## config.mk

```make
export PLATFORM = sky130hd
export DESIGN_NAME = csp_dft_scan_node
export DESIGN_NICKNAME = d
export VERILOG_FILES = /design/src/rtl/csp_dft_scan_node.sv
export SDC_FILE = /design/constraint.sdc
export NUM_CORES = 1
export LEC_CHECK = 0
export CORE_ASPECT_RATIO = 0.5
export CORE_MARGIN = 2
export CORE_UTILIZATION = 52
export CTS_CLUSTER_SIZE = 24
export DETAILED_ROUTE_END_ITERATION = 7
export PLACE_DENSITY = 0.92
export SYNTH_ARGS = -nofsm -noshare
export SYNTH_HDL_FRONTEND = slang
export SYNTH_SLANG_ARGS = --single-unit
```

## constraint.sdc

```tcl
create_clock -name CLK -period 4.95 [get_ports CLK]
set_input_delay 0.99 -clock CLK [delete_from_list [all_inputs] [get_ports CLK]]
set_output_delay 0.99 -clock CLK [all_outputs]
set_load 0.005 [all_outputs]
```

## src/rtl/csp_dft_scan_node.sv

```systemverilog
// DFT scan-chain node for the CSP serial ring: bit tokens flow LS -> RS through a
// one-token output slot, via a WIDTH-bit scan register in SHIFT mode, with a shadow register loaded on UPDATE.
module csp_dft_scan_node #(
    parameter int               WIDTH      = 8,
    parameter bit               CAPTURE_EN = 1'b1,
    parameter logic [WIDTH-1:0] RESET_VAL  = '0
) (
    input  logic                      CLK,
    input  logic                      _RESET,
    input  logic signed [1:0]         ls_d_data_i,
    output logic                      ls_d_enable_o,
    input  logic        [2:0]         ls_c_i,
    output logic signed [1:0]         rs_d_data_o,
    input  logic                      rs_d_enable_i,
    output logic        [2:0]         rs_c_o,
    input  logic        [WIDTH-1:0]   dft_in_i,
    output logic        [WIDTH-1:0]   dft_out_o,
    output logic [$clog2(WIDTH):0]    bit_cnt_o,
    output logic        [1:0]         err_o,
    input  logic                      err_clr_i
);

    localparam int CW = $clog2(WIDTH) + 1;
    localparam logic [CW-1:0] CNT_LAST = CW'(WIDTH - 1);

    localparam logic signed [1:0] TOK_ZERO  = 2'sb00;
    localparam logic signed [1:0] TOK_ONE   = 2'sb01;
    localparam logic signed [1:0] TOK_ILL   = 2'sb10;
    localparam logic signed [1:0] TOK_EMPTY = 2'sb11;

    // Mode encodings double as the one-hot C value forwarded downstream.
    typedef enum logic [2:0] {
        M_NONE   = 3'b000,
        M_NORMAL = 3'b001,
        M_SHIFT  = 3'b010,
        M_UPDATE = 3'b100
    } mode_t;

    mode_t              mode_q, mode_d;
    logic signed [1:0]  slot_q, slot_d;
    logic [WIDTH-1:0]   scan_q, scan_d;
    logic [WIDTH-1:0]   dft_q, dft_d;
    logic [CW-1:0]      cnt_q, cnt_d;
    logic [1:0]         err_q, err_d;

    logic               slot_full;
    logic               rs_xfer;
    logic               ls_en;
    logic               ls_xfer;
    logic               ls_ill;
    logic               c_legal;
    mode_t              req_mode;
    logic [1:0]         err_set;
    logic [WIDTH:0]     shift_cat;

    function automatic logic is_onehot3(input logic [2:0] c);
        return (c == 3'b001) || (c == 3'b010) || (c == 3'b100);
    endfunction

    function automatic mode_t decode_mode(input logic [2:0] c, input mode_t cur);
        case (c)
            3'b001:  return M_NORMAL;
            3'b010:  return M_SHIFT;
            3'b100:  return M_UPDATE;
            default: return cur;
        endcase
    endfunction

    always_comb begin
        slot_full = (slot_q != TOK_EMPTY);
        rs_xfer   = slot_full && rs_d_enable_i;
        c_legal   = is_onehot3(ls_c_i);
        req_mode  = decode_mode(ls_c_i, mode_q);
        ls_en     = (mode_q != M_NONE) && (ls_c_i == 3'(mode_q)) && (!slot_full || rs_d_enable_i);
        ls_xfer   = ls_en && ((ls_d_data_i == TOK_ZERO) || (ls_d_data_i == TOK_ONE));
        ls_ill    = ls_en && (ls_d_data_i == TOK_ILL);
        shift_cat = {ls_d_data_i[0], scan_q};

        mode_d  = mode_q;
        slot_d  = slot_q;
        scan_d  = scan_q;
        dft_d   = dft_q;
        cnt_d   = cnt_q;
        err_set = 2'b00;

        if (rs_xfer) begin
            slot_d = TOK_EMPTY;
        end

        // A refill in the same cycle as a drain overrides the empty marker.
        if (ls_xfer) begin
            if (mode_q == M_SHIFT) begin
                slot_d = scan_q[0] ? TOK_ONE : TOK_ZERO;
                scan_d = shift_cat[WIDTH:1];
                cnt_d  = (cnt_q == CNT_LAST) ? '0 : cnt_q + 1'b1;
            end else begin
                slot_d = ls_d_data_i;
            end
        end

        if (mode_q == M_NONE) begin
            mode_d = M_NORMAL;
        end else if (c_legal && (ls_c_i != 3'(mode_q)) && !slot_full) begin
            mode_d = req_mode;
            case (req_mode)
                M_SHIFT: begin
                    cnt_d = '0;
                    if (CAPTURE_EN) begin
                        scan_d = dft_in_i;
                    end
                end
                M_UPDATE: begin
                    dft_d = scan_q;
                    if (cnt_q != '0) begin
                        err_set[1] = 1'b1;
                    end
                end
                default: ;
            endcase
        end

        // C is only meaningful once the node has left its post-reset NONE state.
        if (((mode_q != M_NONE) && !c_legal) || ls_ill) begin
            err_set[0] = 1'b1;
        end

        err_d = err_clr_i ? 2'b00 : (err_q | err_set);
    end

    always_ff @(posedge CLK or negedge _RESET) begin
        if (!_RESET) begin
            mode_q <= M_NONE;
            slot_q <= TOK_EMPTY;
            scan_q <= '0;
            dft_q  <= RESET_VAL;
            cnt_q  <= '0;
            err_q  <= 2'b00;
        end else begin
            mode_q <= mode_d;
            slot_q <= slot_d;
            scan_q <= scan_d;
            dft_q  <= dft_d;
            cnt_q  <= cnt_d;
            err_q  <= err_d;
        end
    end

    assign ls_d_enable_o = ls_en;
    assign rs_d_data_o   = slot_q;
    assign rs_c_o        = mode_q;
    assign dft_out_o     = dft_q;
    assign bit_cnt_o     = cnt_q;
    assign err_o         = err_q;

endmodule

```

Word-level counts from Yosys, hierarchy flattened
Index checks and enable logic that the tools add are counted.
{ "word_totals": {"out_inout_bits": 20, "reg_bits": 27, "in_bits": 17} }
{ "op_classes": {"eq_ne": 12, "reduce_logical": 22, "add_sub_neg": 1, "muxes": 24, "bitwise": 2} }
{ "ops": {"columns": ["cell", "count"], "rows": [
  ["8-bit two-way mux", 5],
  ["4-bit two-way mux", 6],
  ["3-bit by 2-bit equality test with 1-bit output (second input constant)", 3],
  ["3-bit one-hot mux with 3 select lines", 1],
  ["1-bit logical AND", 8],
  ["2-bit two-way mux", 4],
  ["3-bit equality test (second input constant)", 2],
  ["1-bit two-way mux", 6],
  ["3-bit two-way mux", 2],
  ["1-bit logical OR", 5],
  ["4-bit by 1-bit adder with 4-bit output (second input constant)", 1],
  ["2-bit equality test (second input constant)", 2],
  ["4-bit by 3-bit equality test with 1-bit output (second input constant)", 1],
  ["2-bit nonzero test", 2],
  ["4-bit nonzero test", 1],
  ["3-bit by 1-bit equality test with 1-bit output (second input constant)", 1],
  ["3-bit equality test", 1],
  ["3-bit zero test", 1],
  ["3-bit != test", 1],
  ["3-bit AND reduction", 1],
  ["3-bit nonzero test", 1],
  ["1-bit zero test", 2],
  ["2-bit zero test", 1],
  ["2-bit by 1-bit != test with 1-bit output (second input constant)", 1],
  ["2 further kinds", 2]
]} }

Longest topological paths before layout
Gate-level depths: netlist (run 1).
{ "logic_depth": {"word_depth": 9, "depth_mapped": 7} }

Worst setup path after synthesis (run 1)
Ideal clock, no wire load.
{ "synth_timing": {"path_kind": "in2out", "start": "input ls_c_i[1]", "end": "output ls_d_enable_o", "required_ns": 3.960, "path_buffers": 2, "arrival_ns": 1.983, "setup_slack_ns": 1.977, "stages": 5, "cell_sequence": "buf_2 -> xnor2_1 -> o2111ai_1 -> clkbuf_1 -> nor2_1"} }
{ "synth_between": {"elab_chain_cells": 3} }
{ "synth_lines": {"columns": ["item", "line", "text"], "rows": [
  ["start, declared", "12", "input logic [2:0] ls_c_i,"],
  ["3-bit equality test", "74", "ls_en = (mode_q != M_NONE) && (ls_c_i == 3'(mode_q)) && (!slot_full || rs_d_enable_i);"],
  ["1-bit logical AND (2 in a row)", "74", null],
  ["end, declared", "11", "output logic ls_d_enable_o,"]
]} }
Every way passes these cells.

Worst setup path in the final report (run 1)
Ends and elaborated chain as after synthesis.

==> results of run 1 <==
[worst max-delay path by stage]
stage / from / to / slack [ns] / depth (start not counted)
floorplan: ls_c_i[1] / ls_d_enable_o / 1.98 / 5
global placement: ls_c_i[0] / ls_d_enable_o / 1.12 / 7
detailed placement: ls_c_i[0] / ls_d_enable_o / 1.09 / 7
CTS: ls_c_i[0] / ls_d_enable_o / 1.07 / 7
global route: ls_c_i[1] / ls_d_enable_o / 0.95 / 6
finish: ls_c_i[1] / ls_d_enable_o / 1.06 / 6
[power by group through the flow]
stage	clock (mW)	sequential, mW	combinational, mW
floorplan	0	0.364	0.206
global placement	0	0.377	0.358
detailed placement	0	0.382	0.362
CTS	0.139	0.376	0.368
global route	0.150	0.391	0.402
finish	0.135	0.378	0.370
[flip-flops by register name, indices dropped and copies added, names as in the netlist]
| name | count |
|---|---|
| bit_cnt_o | 4 |
| rs_c_o | 3 |
| err_o | 2 |
| scan_q | 8 |
| rs_d_data_o | 2 |
| dft_out_o | 8 |
[critical path, stage by stage]
cell and delay (ns):
clkdlybuf4s50_1 0.55, xnor2_1 0.37, o2111ai_1 0.16, buf_4 0.22, nor2_1 0.10, clkdlybuf4s50_1 0.50
[area by class of cell]
cell class | count | area (um2)
inverter | 4 | 15.0
clock inverter | 1 | 8.76
timing repair buffer | 39 | 383
sequential | 27 | 678
multi-input combinational | 110 | 762
clock buffer | 3 | 41.3
tap | 37 | 46.3
fill | 176 | 733
[stage by stage]
| stage | util | power, mW |
|---|---|---|
| global route | 0.725 | 0.943 |
| global placement | 0.706 | 0.735 |
| detailed placement | 0.706 | 0.744 |
| floorplan | - | 0.570 |
| finish | 0.725 | 0.883 |
| CTS | 0.725 | 0.883 |
[cell usage in the layout (no fill, tap or decap), drive strengths merged, types with 2 or more instances in the layout]
cell,instances
a211o,2
a21oi,7
xnor2,4
nand3,11
dfrtp,25
o31ai,2
a2111oi,9
a31oi,9
clkdlybuf4s50,36
buf,3
mux2,8
clkbuf,3
nor2,9
o21ai,16
ha,2
o2111ai,2
nor3,3
dfstp,2
nand2,4
a211oi,2
inv,5
or4b,2
[logic make-up after synthesis]
| kind of cell | count (synthesis) | share of synthesized area |
|---|---|---|
| flip-flops | 27 | 0.450 |
| XOR/XNOR | 4 | 0.0233 |
| buffers and inverters | 16 | 0.0440 |
| AO/OA/AOI/OAI | 59 | 0.277 |
| multiplexers | 9 | 0.0664 |
| adder cells (fa/ha/maj) | 2 | 0.0166 |
| AND/OR/NAND/NOR | 36 | 0.123 |
[metal layers]
metal	vias to the layer above	GRT usage	routed length, um	share of wire
met2	78	0.333	1630	0.45
met3	13	0.0668	299	0.082
met5	-	0	0	0
li1	653	-	-	-
met1	678	0.316	1630	0.45
met4	0	0.0780	74	0.020
==> results by group, run 1 <==
Floorplan
  – I/O pins: 37
  – Chip Height: approximately 42 um
  – Die width: 80.1 um
  – Count of standard-cell rows: 13
  – Starting Density: 0.565
  – Core outline area: 2670 um2
  – Area of the die: between 3000 and 4000 um2

CTS
  – Number of H-tree levels: 1
  – Maximum count of clock buffers along a single path: 2
  – Root cell of the clock tree: clkbuf_8
  – Number of buffers created by CTS: 3
  – Sinks on Clock Net: 27
  – Clock insertion delay at the later pin of the skew report: 0.28 ns
  – Setup Buffers After CTS: 0
  – Clock tree from TritonCTS: built
  – Clk pin slew, worst setup/hold paths: roughly 0.1 ns
  – CTS resizes: 0
  – Hold-fix buffers, CTS: 0

Critical path
  – Startpoint kind of the worst setup timing path: primary input
  – Number of cell instances on the worst register-to-register path: 4
  – Data arrival time of the critical path: 2.90 ns
  – Setup crit end kind: output pin
  – Critical path data required time: 3.96 ns
  – Reg2reg end: dft_out_o[5]
  – Kind of critical path: primary input to output pin
  – CP Max Fanout: 17
  – Register-to-register path setup slack: 2.68 ns
  – Start of the worst register-to-register path: rs_c_o[2]

Logic synthesis
  – Post-synth EDFFs: 0
  – Share of synthesized flip-flops with an asynchronous set or reset: 1.00
  – Post-synth top cells: dfrtp_1, o21ai_0, nand3_1
  – Mean area per synthesized cell: roughly 10 um2
  – Synthesized instance count: 153
  – Number of warnings issued by yosys: 0
  – Sequential fraction of the synthesis area: 0.450
  – Number of distinct library cells after synthesis: between 40 and 50
  – Netlist area before placement: ~1500 um2
  – Most frequently used cell type in the post-synthesis netlist: dfrtp_1
  – Flip-flop cell with the highest count after synthesis: dfrtp_1
  – Cells taking the most area after synthesis: dfrtp_1, mux2_2, o21ai_0, a2111oi_0, a31oi_1
  – Top cell type's share of synthesized area: 0.415
  – Register bit count reported by yosys: 27
  – Largest area contributor in the netlist: dfrtp_1
  – Post-Synthesis Net Count: 172

Timing
  – Pin slew with the least headroom to its limit: 1.07 ns
  – Max-slew violation total from the final report: 0
  – Post-route worst setup slack: 1.06 ns
  – Clock tree skew after final layout: 0.00598 ns
  – Fin Setup TNS: 0 ns
  – Final Cycle Share: 0.785
  – Final setup viols: 0
  – Smallest hold slack: between 0.5 and 0.6 ns
  – Max-Slew Margin vs Limit: 0.285
  – Fmax: 257 MHz
  – Minimum clock period after layout: 3.89 ns
  – Unrepaired setup endpoints after global routing: false
  – Number of endpoints with negative hold slack in the final report: 0

Layout
  – Non-filler instance count after layout: 221
  – Post-layout nets: around 200
  – P&R area growth vs syn: 28.4%
  – Fin area: between 1500 and 2000 um2
  – Antenna diodes: 0
  – Fraction of layout instances using a drive strength above 1: 0.114

Outcome
  – Outcome: completed

Power
  – Clock network power share: 0.152
  – Largest vdd supply drop: between 0.0002 and 0.00025 V
  – Total net switching power: roughly 310 uW
  – Total internal power: 570 uW
  – Switching part of the total: 0.355
  – Leakage: 0.694 nW
  – Power per Cell Area: 457 nW/um2
  – Combinational power share: 0.419
  – Sequential Power Share: 0.428

Routing
  – Iter 0 DRT Violations: approximately 150
  – Vias: 1422
  – Remaining number of nets flagged by the antenna check after routing: 0
  – Vias/cell: 6.43
  – DRC errors left: 0
  – Routed length per placed instance: 16.4 um
  – Post-detailed-routing wire length: approximately 3.6 mm
  – Drt first pass iters: 6

Place
  – Estimated wirelength of the detail-placed design: 2.42 mm
  – Placed cells: between 200 and 250
  – Count of buffers inserted at the top-level ports: 36
  – Placer's final routability congestion estimate: roughly 0.89
  – Dpl ws: 1.09 ns
  – Placed cell area: around 1900 um2

Worst hold path
  – Worst min-delay path startpoint: err_o[1]
  – Terminating pin of the worst hold path: err_o[1]
  – Hold Path Depth: 1
  – Worst min-delay path category: flip-flop to flip-flop

GRT
  – Wire length of the first global-routing pass: about 6 mm
  – Largest net degree at the start of global routing: 28
  – Number of global-route vias before repair: 1282
  – Antenna violations before repair: 0
  – Global route overflow: 0
  – Global router's overall resource usage: 0.225

Run
  – Maximum capacitance violations: 0
(Power assumes the default switching activity.)
==> inputs of run 2 (changes only) <==
--- a/config.mk
+++ b/config.mk
@@ -7,10 +7,10 @@
 export LEC_CHECK = 0
 export CORE_ASPECT_RATIO = 0.5
 export CORE_MARGIN = 2
-export CORE_UTILIZATION = 52
+export CORE_UTILIZATION = 49
 export CTS_CLUSTER_SIZE = 24
 export DETAILED_ROUTE_END_ITERATION = 7
-export PLACE_DENSITY = 0.92
+export PLACE_DENSITY = 0.87
 export SYNTH_ARGS = -nofsm -noshare
 export SYNTH_HDL_FRONTEND = slang
 export SYNTH_SLANG_ARGS = --single-unit
==> constraint.sdc (replaced) <==
create_clock -name CLK -period 3.75 [get_ports CLK]
set_input_delay 0.75 -clock CLK [delete_from_list [all_inputs] [get_ports CLK]]
set_output_delay 0.75 -clock CLK [all_outputs]
set_load 0.005 [all_outputs]
==> results by group, run 2 (same netlist as run 1, synthesis figures left out) <==
Critical path
  – Source of the critical timing path: ls_c_i[2]
  – Worst setup endpoint: ls_d_enable_o
  – Data arrival time of the critical path: 2.60 ns (-0.30 ns)
  – Kind of critical path: primary input to output pin
  – CP Max Fanout: 9 (-8)
  – Start of the worst register-to-register path: rs_c_o[2]
  – Setup crit end kind: output pin
  – Startpoint kind of the worst setup timing path: primary input
  – Reg2reg end: dft_out_o[7]
  – Register-to-register path setup slack: 1.51 ns (-1.17 ns)
  – Critical path data required time: 3.00 ns (-0.96 ns)
  – Number of cell instances on the worst register-to-register path: 4 (unchanged)

Floorplan
  – Die width: 82.4 um (+2.9%)
  – Starting Density: 0.509 (-0.0559)
  – Core outline area: 2960 um2 (+11%)
  – Area of the die: 3560 um2 (+5.7%)
  – I/O pins: 37 (unchanged)
  – Count of standard-cell rows: 14 (+1)
  – Chip Height: 43.2 um (+2.7%)

CTS
  – Clock tree from TritonCTS: built
  – CTS resizes: 0 (unchanged)
  – Number of H-tree levels: 1 (unchanged)
  – Sinks on Clock Net: 27 (unchanged)
  – Root cell of the clock tree: clkbuf_8
  – Setup Buffers After CTS: 0 (unchanged)
  – Maximum count of clock buffers along a single path: 2 (unchanged)
  – Clk pin slew, worst setup/hold paths: 0.09 ns (about the same)
  – Number of buffers created by CTS: 3 (unchanged)
  – Clock insertion delay at the later pin of the skew report: 0.28 ns (about the same)
  – Hold-fix buffers, CTS: 0 (unchanged)

Timing
  – Max-slew violation total from the final report: 0 (unchanged)
  – Number of endpoints with negative hold slack in the final report: 0 (unchanged)
  – Fmax: 299 MHz
  – Final Cycle Share: 0.893
  – Pin slew with the least headroom to its limit: 0.694 ns (-0.371 ns)
  – Minimum clock period after layout: ~3.3 ns
  – Post-route worst setup slack: 0.403 ns (-0.659 ns)
  – Smallest hold slack: 0.514 ns (-0.000954 ns)
  – Fin Setup TNS: 0 ns (unchanged)
  – Clock tree skew after final layout: 0.00728 ns (+0.00129 ns)
  – Unrepaired setup endpoints after global routing: false
  – Max-Slew Margin vs Limit: 0.534 (+0.249)
  – Final setup viols: 0 (unchanged)

Layout
  – Commonest non-fill, non-tap cells in the layout: clkdlybuf4s50_1, dfrtp_1, o21ai_0
  – P&R area growth vs syn: 28.9%
  – Core utilization of the finished layout: 0.656 (-0.0692)
  – Fraction of layout instances using a drive strength above 1: 0.119 (+0.00479)
  – Non-filler instance count after layout: 225 (+1.8%)
  – Fin area: 1940 um2 (+0.39%)
  – Fill cell count: 226 (+28%)
  – Post-layout nets: 205 (+0.49%)
  – Area used by multi-input combinational logic: 762 um2 (unchanged)
  – Most frequent standard cell in the layout excluding fill and tap cells: clkdlybuf4s50_1
  – Area taken by flip-flops and latches: 678 um2 (unchanged)
  – Antenna diodes: 0 (unchanged)

Routing
  – Vias: 1444 (+1.5%)
  – Post-detailed-routing wire length: 3.84 mm (+5.6%)
  – DRC errors left: 0 (unchanged)
  – Routed length per placed instance: 17.0 um (+3.7%)
  – Vias/cell: 6.42 (-0.26%)
  – Drt first pass iters: 4 (-2)
  – Iter 0 DRT Violations: 184 (+26%)
  – Remaining number of nets flagged by the antenna check after routing: 0 (unchanged)

Run
  – Maximum capacitance violations: 0 (unchanged)

GRT
  – Global router's overall resource usage: 0.229 (+0.00334)
  – Number of global-route vias before repair: 1254 (-2.2%)
  – Largest net degree at the start of global routing: 28 (unchanged)
  – Wire length of the first global-routing pass: 6.10 mm (+4.0%)
  – Antenna violations before repair: 0 (unchanged)
  – Global route overflow: 0 (unchanged)

Place
  – Placed cells: 221 (+1.8%)
  – Placer's final routability congestion estimate: 0.937 (+5.1%)
  – Count of buffers inserted at the top-level ports: 36 (unchanged)
  – Estimated wirelength of the detail-placed design: 2.68 mm (+11%)
  – Dpl ws: 0.470 ns (-0.615 ns)
  – Placed cell area: 1900 um2 (+0.60%)

Worst hold path
  – Worst min-delay path category: flip-flop to flip-flop

Power
  – Power per Cell Area: 600 nW/um2 (+31%)
  – Leakage: 0.699 nW (+0.70%)
  – Overall power after layout: 1.16 mW (+32%)
  – Largest vdd supply drop: 0.000245 V (-0.24%)

Outcome
  – Outcome: completed
run 2: power breakdown:
part           switching [mW]  internal (mW)
Sequential             0.0941          0.406
Clock                  0.0942         0.0746
Combinational           0.227          0.269
run 2: worst min-delay path by stage:
stage / start / slack [ns] / endpoint / cells past startpoint
floorplan: _RESET / 0.45 / bit_cnt_o[0] / 0
global placement: err_o[1] / 0.49 / err_o[1] / 1
detailed placement: dft_out_o[2] / 0.49 / dft_out_o[2] / 1
CTS: dft_out_o[2] / 0.52 / dft_out_o[2] / 1
global route: dft_out_o[1] / 0.53 / dft_out_o[1] / 1
finish: dft_out_o[2] / 0.51 / dft_out_o[2] / 1
run 2: final cells by class:
| class | count | share of cell area |
|---|---|---|
| Tap cell | 40 | 0.0258 |
| Multi-Input combinational cell | 110 | 0.392 |
| Timing Repair Buffer | 40 | 0.201 |
| Inverter | 4 | 0.00773 |
| Sequential cell | 27 | 0.349 |
| Clock buffer | 3 | 0.0213 |
| Clock inverter | 1 | 0.00258 |
run 2: layer usage:
metal	wire length, um	global-route usage	vias to the layer above
met5	0	0	-
met4	74	0.0633	0
met3	293	0.0596	12
met2	1830	0.342	76
met1	1640	0.327	704
li1	-	-	652
run 2: critical path, cell delays in order:
cell	delay, ns
clkdlybuf4s50_1	0.57
xnor2_1	0.39
o2111ai_1	0.20
nor2_1	0.16
clkdlybuf4s50_1	0.53
==> inputs of run 3 (changes only) <==
--- a/config.mk
+++ b/config.mk
@@ -11,6 +11,7 @@
 export CTS_CLUSTER_SIZE = 24
 export DETAILED_ROUTE_END_ITERATION = 7
 export PLACE_DENSITY = 0.87
+export SLEW_MARGIN = 15
 export SYNTH_ARGS = -nofsm -noshare
 export SYNTH_HDL_FRONTEND = slang
 export SYNTH_SLANG_ARGS = --single-unit
==> results of run 3 <==
Final layout, timing and power as in run 2 (identical DEF).
